**config.mk**
```make
export PLATFORM = sky130hd
export DESIGN_NAME = ex_div_iter
export DESIGN_NICKNAME = d
export VERILOG_FILES = /design/src/rtl/ex_div_iter.sv
export SDC_FILE = /design/constraint.sdc
export NUM_CORES = 1
export LEC_CHECK = 0
export ABC_AREA = 0
export ABC_CLOCK_PERIOD_IN_PS = 7480
export CAP_MARGIN = 20
export CORE_ASPECT_RATIO = 1.1
export CORE_UTILIZATION = 49
export DETAILED_ROUTE_END_ITERATION = 12
export HOLD_SLACK_MARGIN = 0.03
export PLACE_DENSITY_LB_ADDON = 0.1
export SLEW_MARGIN = 20
export SYNTH_ARGS = -nofsm -noshare
export SYNTH_HDL_FRONTEND = slang
export SYNTH_SLANG_ARGS = --single-unit
export TNS_END_PERCENT = 20
```
**constraint.sdc**
```tcl
create_clock -name clk -period 7.48 [get_ports clk]
set_clock_uncertainty 0.05 [all_clocks]
set_input_delay 0.748 -clock clk [delete_from_list [all_inputs] [get_ports clk]]
set_output_delay 0.748 -clock clk [all_outputs]
set_load 0.02 [all_outputs]
```
**src/rtl/ex_div_iter.sv**
```systemverilog
// Iterative radix-2 restoring divider for EX1 lane 0: one quotient bit per cycle,
// optional early-out on short dividends, valid/ready on both sides, flush-killable.
module ex_div_iter #(
  parameter int WIDTH     = 32,
  parameter int EARLY_OUT = 1
) (
  input  logic             clk,
  input  logic             aresetn,
  input  logic             flush,
  input  logic             in_valid,
  output logic             in_ready,
  input  logic             sign,
  input  logic [WIDTH-1:0] dividend,
  input  logic [WIDTH-1:0] divisor,
  output logic             res_valid,
  input  logic             res_ready,
  output logic [WIDTH-1:0] quotient,
  output logic [WIDTH-1:0] remainder,
  output logic             busy
);

  localparam int CW = $clog2(WIDTH + 1);

  typedef enum logic [1:0] {
    S_IDLE = 2'd0,
    S_CALC = 2'd1,
    S_FIX  = 2'd2,
    S_DONE = 2'd3
  } state_t;

  state_t state_reg, state_next;

  logic [WIDTH-1:0] dvd_reg;
  logic [WIDTH:0]   rem_reg;
  logic [WIDTH-1:0] quo_reg;
  logic [WIDTH-1:0] dvs_reg;
  logic [WIDTH-1:0] raw_dvd_reg;
  logic [CW-1:0]    cnt_reg;
  logic [CW-1:0]    n_reg;
  logic             q_neg_reg;
  logic             r_neg_reg;
  logic             dz_reg;
  logic [WIDTH-1:0] quotient_reg;
  logic [WIDTH-1:0] remainder_reg;
  logic             ready_en_reg;

  logic             accept;
  logic [WIDTH-1:0] abs_dvd;
  logic [WIDTH-1:0] abs_dvs;
  logic [CW-1:0]    dvd_len;
  logic [CW-1:0]    n_accept;
  logic [CW-1:0]    shamt;
  logic [WIDTH-1:0] dvd_pre;
  logic             dz_accept;
  logic [WIDTH:0]   rem_shift;
  logic [WIDTH:0]   rem_diff;
  logic             q_bit;
  logic [CW-1:0]    cnt_next;
  logic [WIDTH-1:0] q_fix;
  logic [WIDTH-1:0] r_fix;

  assign in_ready  = (state_reg == S_IDLE) && ready_en_reg;
  assign res_valid = (state_reg == S_DONE);
  assign busy      = (state_reg == S_CALC) || (state_reg == S_FIX);
  assign quotient  = quotient_reg;
  assign remainder = remainder_reg;

  assign accept = in_ready && in_valid && !flush;

  // Operand conditioning at accept time
  assign abs_dvd   = (sign && dividend[WIDTH-1]) ? ('0 - dividend) : dividend;
  assign abs_dvs   = (sign && divisor[WIDTH-1])  ? ('0 - divisor)  : divisor;
  assign dz_accept = (divisor == '0);

  always_comb begin
    dvd_len = '0;
    for (int i = 0; i < WIDTH; i++) begin
      if (abs_dvd[i]) begin
        dvd_len = CW'(i + 1);
      end
    end
  end

  always_comb begin
    n_accept = '0;
    if (!dz_accept) begin
      n_accept = (EARLY_OUT != 0) ? dvd_len : CW'(WIDTH);
    end
  end

  // Leading zeros of the dividend are skipped by pre-aligning its MSB.
  assign shamt   = CW'(WIDTH) - n_accept;
  assign dvd_pre = abs_dvd << shamt;

  // One restoring step; WIDTH+1 bits so the shifted remainder never overflows.
  assign rem_shift = {rem_reg[WIDTH-1:0], dvd_reg[WIDTH-1]};
  assign rem_diff  = rem_shift - {1'b0, dvs_reg};
  assign q_bit     = ~rem_diff[WIDTH];
  assign cnt_next  = cnt_reg + CW'(1);

  assign q_fix = q_neg_reg ? ('0 - quo_reg) : quo_reg;
  assign r_fix = r_neg_reg ? ('0 - rem_reg[WIDTH-1:0]) : rem_reg[WIDTH-1:0];

  always_comb begin
    state_next = state_reg;
    if (flush) begin
      state_next = S_IDLE;
    end else begin
      case (state_reg)
        S_IDLE: begin
          if (accept) begin
            state_next = (n_accept != '0) ? S_CALC : S_FIX;
          end
        end
        S_CALC: begin
          if (cnt_next == n_reg) begin
            state_next = S_FIX;
          end
        end
        S_FIX: begin
          state_next = S_DONE;
        end
        S_DONE: begin
          if (res_ready) begin
            state_next = S_IDLE;
          end
        end
        default: state_next = S_IDLE;
      endcase
    end
  end

  always_ff @(posedge clk or negedge aresetn) begin
    if (!aresetn) begin
      state_reg    <= S_IDLE;
      ready_en_reg <= 1'b0;
    end else begin
      state_reg    <= state_next;
      ready_en_reg <= 1'b1;
    end
  end

  always_ff @(posedge clk or negedge aresetn) begin
    if (!aresetn) begin
      dvd_reg       <= '0;
      rem_reg       <= '0;
      quo_reg       <= '0;
      dvs_reg       <= '0;
      raw_dvd_reg   <= '0;
      cnt_reg       <= '0;
      n_reg         <= '0;
      q_neg_reg     <= 1'b0;
      r_neg_reg     <= 1'b0;
      dz_reg        <= 1'b0;
      quotient_reg  <= '0;
      remainder_reg <= '0;
    end else begin
      if (accept) begin
        dvd_reg     <= dvd_pre;
        rem_reg     <= '0;
        quo_reg     <= '0;
        dvs_reg     <= abs_dvs;
        raw_dvd_reg <= dividend;
        cnt_reg     <= '0;
        n_reg       <= n_accept;
        q_neg_reg   <= sign & (dividend[WIDTH-1] ^ divisor[WIDTH-1]);
        r_neg_reg   <= sign & dividend[WIDTH-1];
        dz_reg      <= dz_accept;
      end else if (state_reg == S_CALC && !flush) begin
        dvd_reg <= {dvd_reg[WIDTH-2:0], 1'b0};
        rem_reg <= q_bit ? rem_diff : rem_shift;
        quo_reg <= {quo_reg[WIDTH-2:0], q_bit};
        cnt_reg <= cnt_next;
      end

      if (state_reg == S_FIX && !flush) begin
        if (dz_reg) begin
          quotient_reg  <= '1;
          remainder_reg <= raw_dvd_reg;
        end else begin
          quotient_reg  <= q_fix;
          remainder_reg <= r_fix;
        end
      end
    end
  end

endmodule

```
==> flow_summary_export.csv, run 1 <==
group,metric,value,unit
clock_network,clk_pin_slew,0.06,ns
floorplan,die_w,187,um
setup_path,end_kind,"flip-flop",
setup_path,worst_path_max_delay_cell,"mux4_1",
clock_network,root_buffer,"clkbuf_16",
setup_path,crit_buf_inv,3,
clock_network,cts_made_buffers,28,
grt,grt_max_degree,149,
floorplan,core-area,0.0371,sq mm
grt,antenna_found_initial,1,
clock_network,cts_resized,0,
setup_path,reg2regPathDepth,16,
detailed_routing,via_per_inst,6.25,
setup_path,arrival,6.92,ns
setup_path,worstPathRequired,7.84,ns
detailed_routing,first_iter_violations,1658,
place,io_buffers,136,
yosys,syn_nets,2346,
timing,max_clock_freq,153,MHz
detailed_routing,wire_per_inst,21.2,um
floorplan,start_util,49.7,%
setup_path,path_depth,20,
timing,period_share,87.7,%
floorplan,io_pins,137,
clock_network,htree_num_levels,1,
yosys,synth-edff-count,0,
yosys,seq_area_frac_synth,32.8,%
timing,min_period,6.56,ns
floorplan,rows,74,
place,gp_congestion,1.04,
status,violations,"design-rule violations",
clock_network,clock_latency,0.56,ns
timing,grt_setup_unrepaired,"no",
setup_path,r2r-start,"dvd_reg[31]",
setup_path,cp-start-kind,"primary input",
power_and_ir_drop,vdd_ir_drop_max,0.206,mV
layout,utilization,56.8,%
detailed_routing,dr.pass1.iters,10,
status,status,"finished with violations",
setup_path,reg2reg_to,"rem_reg[9]",
yosys,async_flop_share,100,%
power_and_ir_drop,p_total,6.20,mW
yosys,synth.distinct_cells,115,
detailed_routing,drc,1,
clock_network,cts_setup_buffers,0,
clock_network,cts_buffer_depth,3,
setup_path,cp_top_family,"compound AO/OA/AOI/OAI gates",
flow_run,maxCapViolations,0,
place,place_ws,0.553,ns
power_and_ir_drop,p_leak,8.90,nW
yosys,synth_seq_cells,242,
timing,final_hold_viol_count,0,
timing,final-max-slew-violation-count,0,
setup_path,critPathMaxFanout,31,
grt,grt_pass1_wl,94900,um
detailed_routing,wl,59400,um
grt,grt_usage,30.9,%
detailed_routing,num_vias,17500,
detailed_routing,ant_nets,0,
clock_network,hold_buffers,0,
setup_path,critPathKind,"in -> reg",
yosys,yosysWarnings,0,
power_and_ir_drop,power.density,294,mW/mm^2
timing,fin_ws,0.923,ns
setup_path,worstPathCellList,"clkdlybuf4s50_1, clkinv_1, ha_1, or3b_1, nor4_4, a21oi_1, xnor2_1, and4_1, o21ai_0, a32oi_1, o21a_1, ha_2, buf_4, o2111ai_1, o31ai_4, a221oi_1, mux4_1, mux2i_1, nand2b_1, a41oi_2",
place,dp_hpwl,43100,um
clock_network,cts_num_sinks,242,
layout,drive_gt1_share,7.66,%
timing,tightest_slew,1.07,ns
yosys,synth_area,0.0184,sq mm
floorplan,die_y,205,um
layout,fin_nets,2408,
clock_network,cts_tree,"built",
timing,setup_viol,0,
floorplan,fp.dieArea,0.0384,sq mm
layout,area_growth,14.4,%
setup_path,crit_path_max_incr_delay,0.61,ns
layout,antennaDiodeCount,0,
worst_hold_path,hold_path_class,"in -> async",
yosys,synthCells,2232,
grt,grt_pass1_vias,16900,
yosys,synthFlopType,"dfrtp_1",
setup_path,r2r_slack,2.89,ns
timing,setup_tns,0,ns
timing,hold_slack,0.107,ns
grt,grt-ovfl-total,0,
timing,slew_headroom,28.8,%
yosys,avgSynthCellArea,8.26,sq um
==> synth_stat cells, types with 36 or more instances <==
cell / count / area share (%)
nand2_1: 304 / 6.2
nor2_1: 200 / 4.1
inv_1: 58 / 1.2
clkbuf_1: 117 / 2.4
dfrtp_1: 242 / 33
mux2i_1: 72 / 3.9
nor3_1: 38 / 1.0
o21ai_0: 195 / 5.3
xor2_1: 93 / 4.4
nand3_1: 41 / 1.1
a21oi_1: 169 / 4.6
xnor2_1: 67 / 3.2
a22o_1: 36 / 1.7
ha_1: 43 / 2.9
==> cell usage in the layout (no fill, tap or decap), types with 14 or more instances in the layout <==
cell type	count
dfrtp_1	241
nor2_1	197
inv_1	58
clkdlybuf4s50_1	135
nand2b_1	16
xor2_1	92
a21oi_1	168
nand3_1	41
o21ai_0	195
a221oi_1	14
mux2i_1	72
o31ai_1	34
a31oi_1	20
xnor2_1	67
a21o_1	15
nor3_1	38
and2_1	18
o22ai_1	24
a22o_1	36
buf_4	50
or3_1	21
ha_1	42
or4_1	21
o211ai_1	18
clkbuf_16	29
a211oi_1	15
o21a_1	20
nand2_1	304
nor4_1	20
==> through the flow <==
| step | instance area (sq um) | cells |
|---|---|---|
| CTS | 21100 | 2805 |
| detailed placement | 20200 | 2758 |
| finish | 21100 | 2805 |
| global placement | 20200 | 2758 |
| global route | 21100 | 2805 |
| floorplan | 18400 | 2232 |
==> final cells by class <==
cell class,instances,area [sq um]
fill,3474,16000
multi-input combinational,1775,11500
sequential,242,6060
timing repair buffer,187,1760
clock buffer,42,835
tap,494,618
inverter,60,226
clock inverter,5,60.1
==> report_power, final <==
group          switching (mW)  internal (mW)
logic                    1.67           1.15
registers               0.308           1.72
clock network           0.551          0.798
total                    2.53           3.67
==> cells by family (layout without fill, tap and decap cells) <==
family / after synthesis / after routing / share of synthesized area (%)
AND/OR/NAND/NOR: 771 / 771 / 19.8
adder cells (fa/ha/maj): 44 / 44 / 3.03
XOR/XNOR: 165 / 165 / 8.04
buffers and inverters: 215 / 294 / 4.89
multiplexers: 92 / 92 / 6.10
other: 1 / 1 / 0.0203
flip-flops: 242 / 242 / 32.8
AO/OA/AOI/OAI: 702 / 702 / 25.3
==> how the worst max path moves through the flow <==
| stage | from | to | slack (ns) |
|---|---|---|---|
| 3_3_place_gp | dividend[0] | dvd_reg[31] | 0.72 |
| 4_1_cts | dividend[0] | dvd_reg[31] | 1.09 |
| 5_1_grt | dividend[0] | dvd_reg[29] | 0.63 |
| 6_report | dividend[0] | dvd_reg[31] | 0.92 |
| 3_5_place_dp | dividend[0] | dvd_reg[31] | 0.55 |
| 2_1_floorplan | dividend[6] | dvd_reg[26] | 1.14 |
==> metal layers <==
layer / track usage [%] / vias up / part of all wire [%]
met4: 14.5 / 0 / 4.7
met1: 40.8 / 8454 / 43
met2: 50.0 / 677 / 46
met3: 4.69 / 166 / 6.9
met5: 0 / - / 0
li1: - / 8229 / -
Note: power is estimated with default switching activity, not from simulation.
==> run 2: changes to the inputs <==
--- a/config.mk
+++ b/config.mk
@@ -9,6 +9,7 @@
 export ABC_CLOCK_PERIOD_IN_PS = 7480
 export CAP_MARGIN = 20
 export CORE_ASPECT_RATIO = 1.1
+export CORE_MARGIN = 8
 export CORE_UTILIZATION = 49
 export DETAILED_ROUTE_END_ITERATION = 12
 export HOLD_SLACK_MARGIN = 0.03
==> run 2 against run 1 <==
- the flow now finishes without violations
- sequential power hardly changed
- core utilization grew 0.23 points
- clock power is essentially flat
- power rose by 0.67%
- critical path type unchanged
- highest routed layer unchanged
==> flow_summary_export.csv, run 2 (synthesis gave the netlist of run 1 again) <==
group,metric,value,unit
setup_path,worst_path_max_delay_cell,"or3b_1",
clock_network,clock_latency,0.57,ns
layout,drive_gt1_share,8.05,%
layout,antennaDiodeCount,0,
floorplan,die_w,201,um
setup_path,worstPathRequired,7.93,ns
power_and_ir_drop,vdd_ir_drop_max,0.229,mV
floorplan,rows,74,
clock_network,clk_pin_slew,0.06,ns
grt,grt-ovfl-total,0,
place,io_buffers,136,
grt,antenna_found_initial,0,
setup_path,critPathKind,"in -> reg",
grt,grt_pass1_wl,98200,um
power_and_ir_drop,p_int,3.68,mW
setup_path,cp-start-kind,"primary input",
layout,final_cells,2817,
timing,max_clock_freq,154,MHz
power_and_ir_drop,p_leak,8.95,nW
power_and_ir_drop,power.density,295,mW/mm^2
timing,setup_viol,0,
layout,utilization,57.1,%
timing,final_hold_viol_count,0,
detailed_routing,wire_per_inst,21.9,um
grt,grt_pass1_vias,17400,
clock_network,htree_num_levels,1,
timing,setup_tns,0,ns
grt,grt_usage,27.3,%
clock_network,cts_tree,"built",
worst_hold_path,hold_path_class,"reg -> reg",
setup_path,worstPathCellList,"clkdlybuf4s50_1, clkinv_1, ha_1, or3b_1, nor4_4, a21oi_1, xnor2_1, and4_1, o21ai_0, a32oi_1, o21a_1, ha_2, inv_1, nand2_1, mux2i_2, buf_4, a221oi_1, mux2i_1, mux2i_1, a221oi_1, a21oi_1",
power_and_ir_drop,power_frac_comb,45.8,%
power_and_ir_drop,p_sw,2.56,mW
timing,final-max-slew-violation-count,0,
timing,slew_headroom,28.9,%
clock_network,cts_buffer_depth,3,
floorplan,io_pins,137,
setup_path,critPathMaxFanout,14,
setup_path,arrival,6.93,ns
detailed_routing,wl,61600,um
floorplan,start_util,49.7,%
detailed_routing,ant_nets,0,
clock_network,cts_made_buffers,29,
timing,grt_setup_unrepaired,"no",
setup_path,crit_path_max_incr_delay,0.59,ns
grt,grt_max_degree,99,
setup_path,reg2regPathDepth,16,
layout,mostFrequentLayoutCells,"nand2_1, dfrtp_1, nor2_1",
setup_path,reg2reg_to,"rem_reg[12]",
power_and_ir_drop,p_seq_share,32.5,%
place,gp_congestion,0.971,
status,status,"finished, final reports clean",
layout,final_common_cell,"nand2_1",
clock_network,cts_resized,0,
power_and_ir_drop,sw_frac_of_total,41.0,%
clock_network,cts_num_sinks,242,
worst_hold_path,worstHoldStart,"raw_dvd_reg[22]",
setup_path,crit_buf_inv,4,
flow_run,maxCapViolations,0,
detailed_routing,via_per_inst,6.24,
setup_path,end_kind,"flip-flop",
detailed_routing,dr.pass1.iters,6,
floorplan,fp.dieArea,0.0441,sq mm
layout,fin_nets,2421,
detailed_routing,drc,0,
worst_hold_path,holdPathEnd,"raw_dvd_reg[22]",
timing,hold_slack,0.423,ns
worst_hold_path,hold_depth,2,
setup_path,r2r-start,"dvd_reg[31]",
timing,min_period,6.48,ns
power_and_ir_drop,p_clk_share,21.7,%
floorplan,die_y,219,um
timing,period_share,86.7,%
detailed_routing,num_vias,17600,
timing,tightest_slew,1.06,ns
layout,area_growth,14.8,%
place,dp_cells,2769,
power_and_ir_drop,p_total,6.24,mW
place,dp_hpwl,44900,um
setup_path,cp_top_family,"compound AO/OA/AOI/OAI gates",
setup_path,r2r_slack,2.80,ns
detailed_routing,first_iter_violations,1446,
floorplan,core-area,0.0371,sq mm
clock_network,root_buffer,"clkbuf_16",
clock_network,cts_setup_buffers,0,
-- run 2: layout make-up --
cell class / instances / area (sq um)
Clock buffer: 43 / 838
Clock inverter: 4 / 52.6
Sequential cell: 242 / 6060
Fill cell: 3438 / 15900
Timing Repair Buffer: 199 / 1840
Tap cell: 494 / 618
Multi-Input combinational cell: 1775 / 11500
Inverter: 60 / 226
-- run 2: tightest hold or removal path: stages (launching register included) --
cell and delay (ns):
dfrtp_1 0.34, nand2_1 0.05, nand2_1 0.05
-- run 2: through the flow --
stage | instance area, sq um | setup slack (ns)
CTS | 21200 | 1.11
global route | 21200 | 0.560
floorplan | 18400 | 1.14
finish | 21200 | 0.996
global placement | 20300 | 0.707
detailed placement | 20300 | 0.517
-- run 2: what timing repair did --
| item | 4_1_cts | 5_1_grt |
|---|---|---|
| hold buffers | 1 | 0 |
| endpoints found under the hold margin | 6 | 0 |
| endpoints found under the setup margin | 0 | 0 |
-- run 2: worst max-delay path by stage --
stage | from | endpoint | slack, ns | cells after the start
floorplan | dividend[6] | dvd_reg[26] | 1.14 | 26
global placement | dividend[0] | dvd_reg[31] | 0.71 | 20
detailed placement | dividend[0] | dvd_reg[31] | 0.52 | 21
CTS | dividend[0] | dvd_reg[31] | 1.11 | 21
global route | dividend[0] | dvd_reg[15] | 0.56 | 21
finish | dividend[0] | dvd_reg[25] | 1.0 | 21
-- run 2: routing by layer --
layer	global-route usage [%]	wire length, um	vias to the layer above
met3	2.70	3300	147
li1	-	-	8255
met1	35.9	26800	8561
met4	11.2	2460	0
met2	45.9	29100	617
met5	0	0	-
-- run 2: power groups by stage --
| stage | sequential, mW | combinational (mW) | clock (mW) |
|---|---|---|---|
| floorplan | 2.08 | 1.82 | 0 |
| global placement | 2.04 | 2.79 | 0 |
| detailed placement | 2.05 | 2.82 | 0 |
| CTS | 2.03 | 2.85 | 1.38 |
| global route | 2.09 | 3.14 | 1.43 |
| finish | 2.03 | 2.86 | 1.35 |
==> run 3: changes to the inputs <==
--- a/config.mk
+++ b/config.mk
@@ -5,7 +5,6 @@
 export SDC_FILE = /design/constraint.sdc
 export NUM_CORES = 1
 export LEC_CHECK = 0
-export ABC_AREA = 0
 export ABC_CLOCK_PERIOD_IN_PS = 7480
 export CAP_MARGIN = 20
 export CORE_ASPECT_RATIO = 1.1
==> results of run 3 <==
No change in the layout: final DEF, timing and power equal those of run 2.
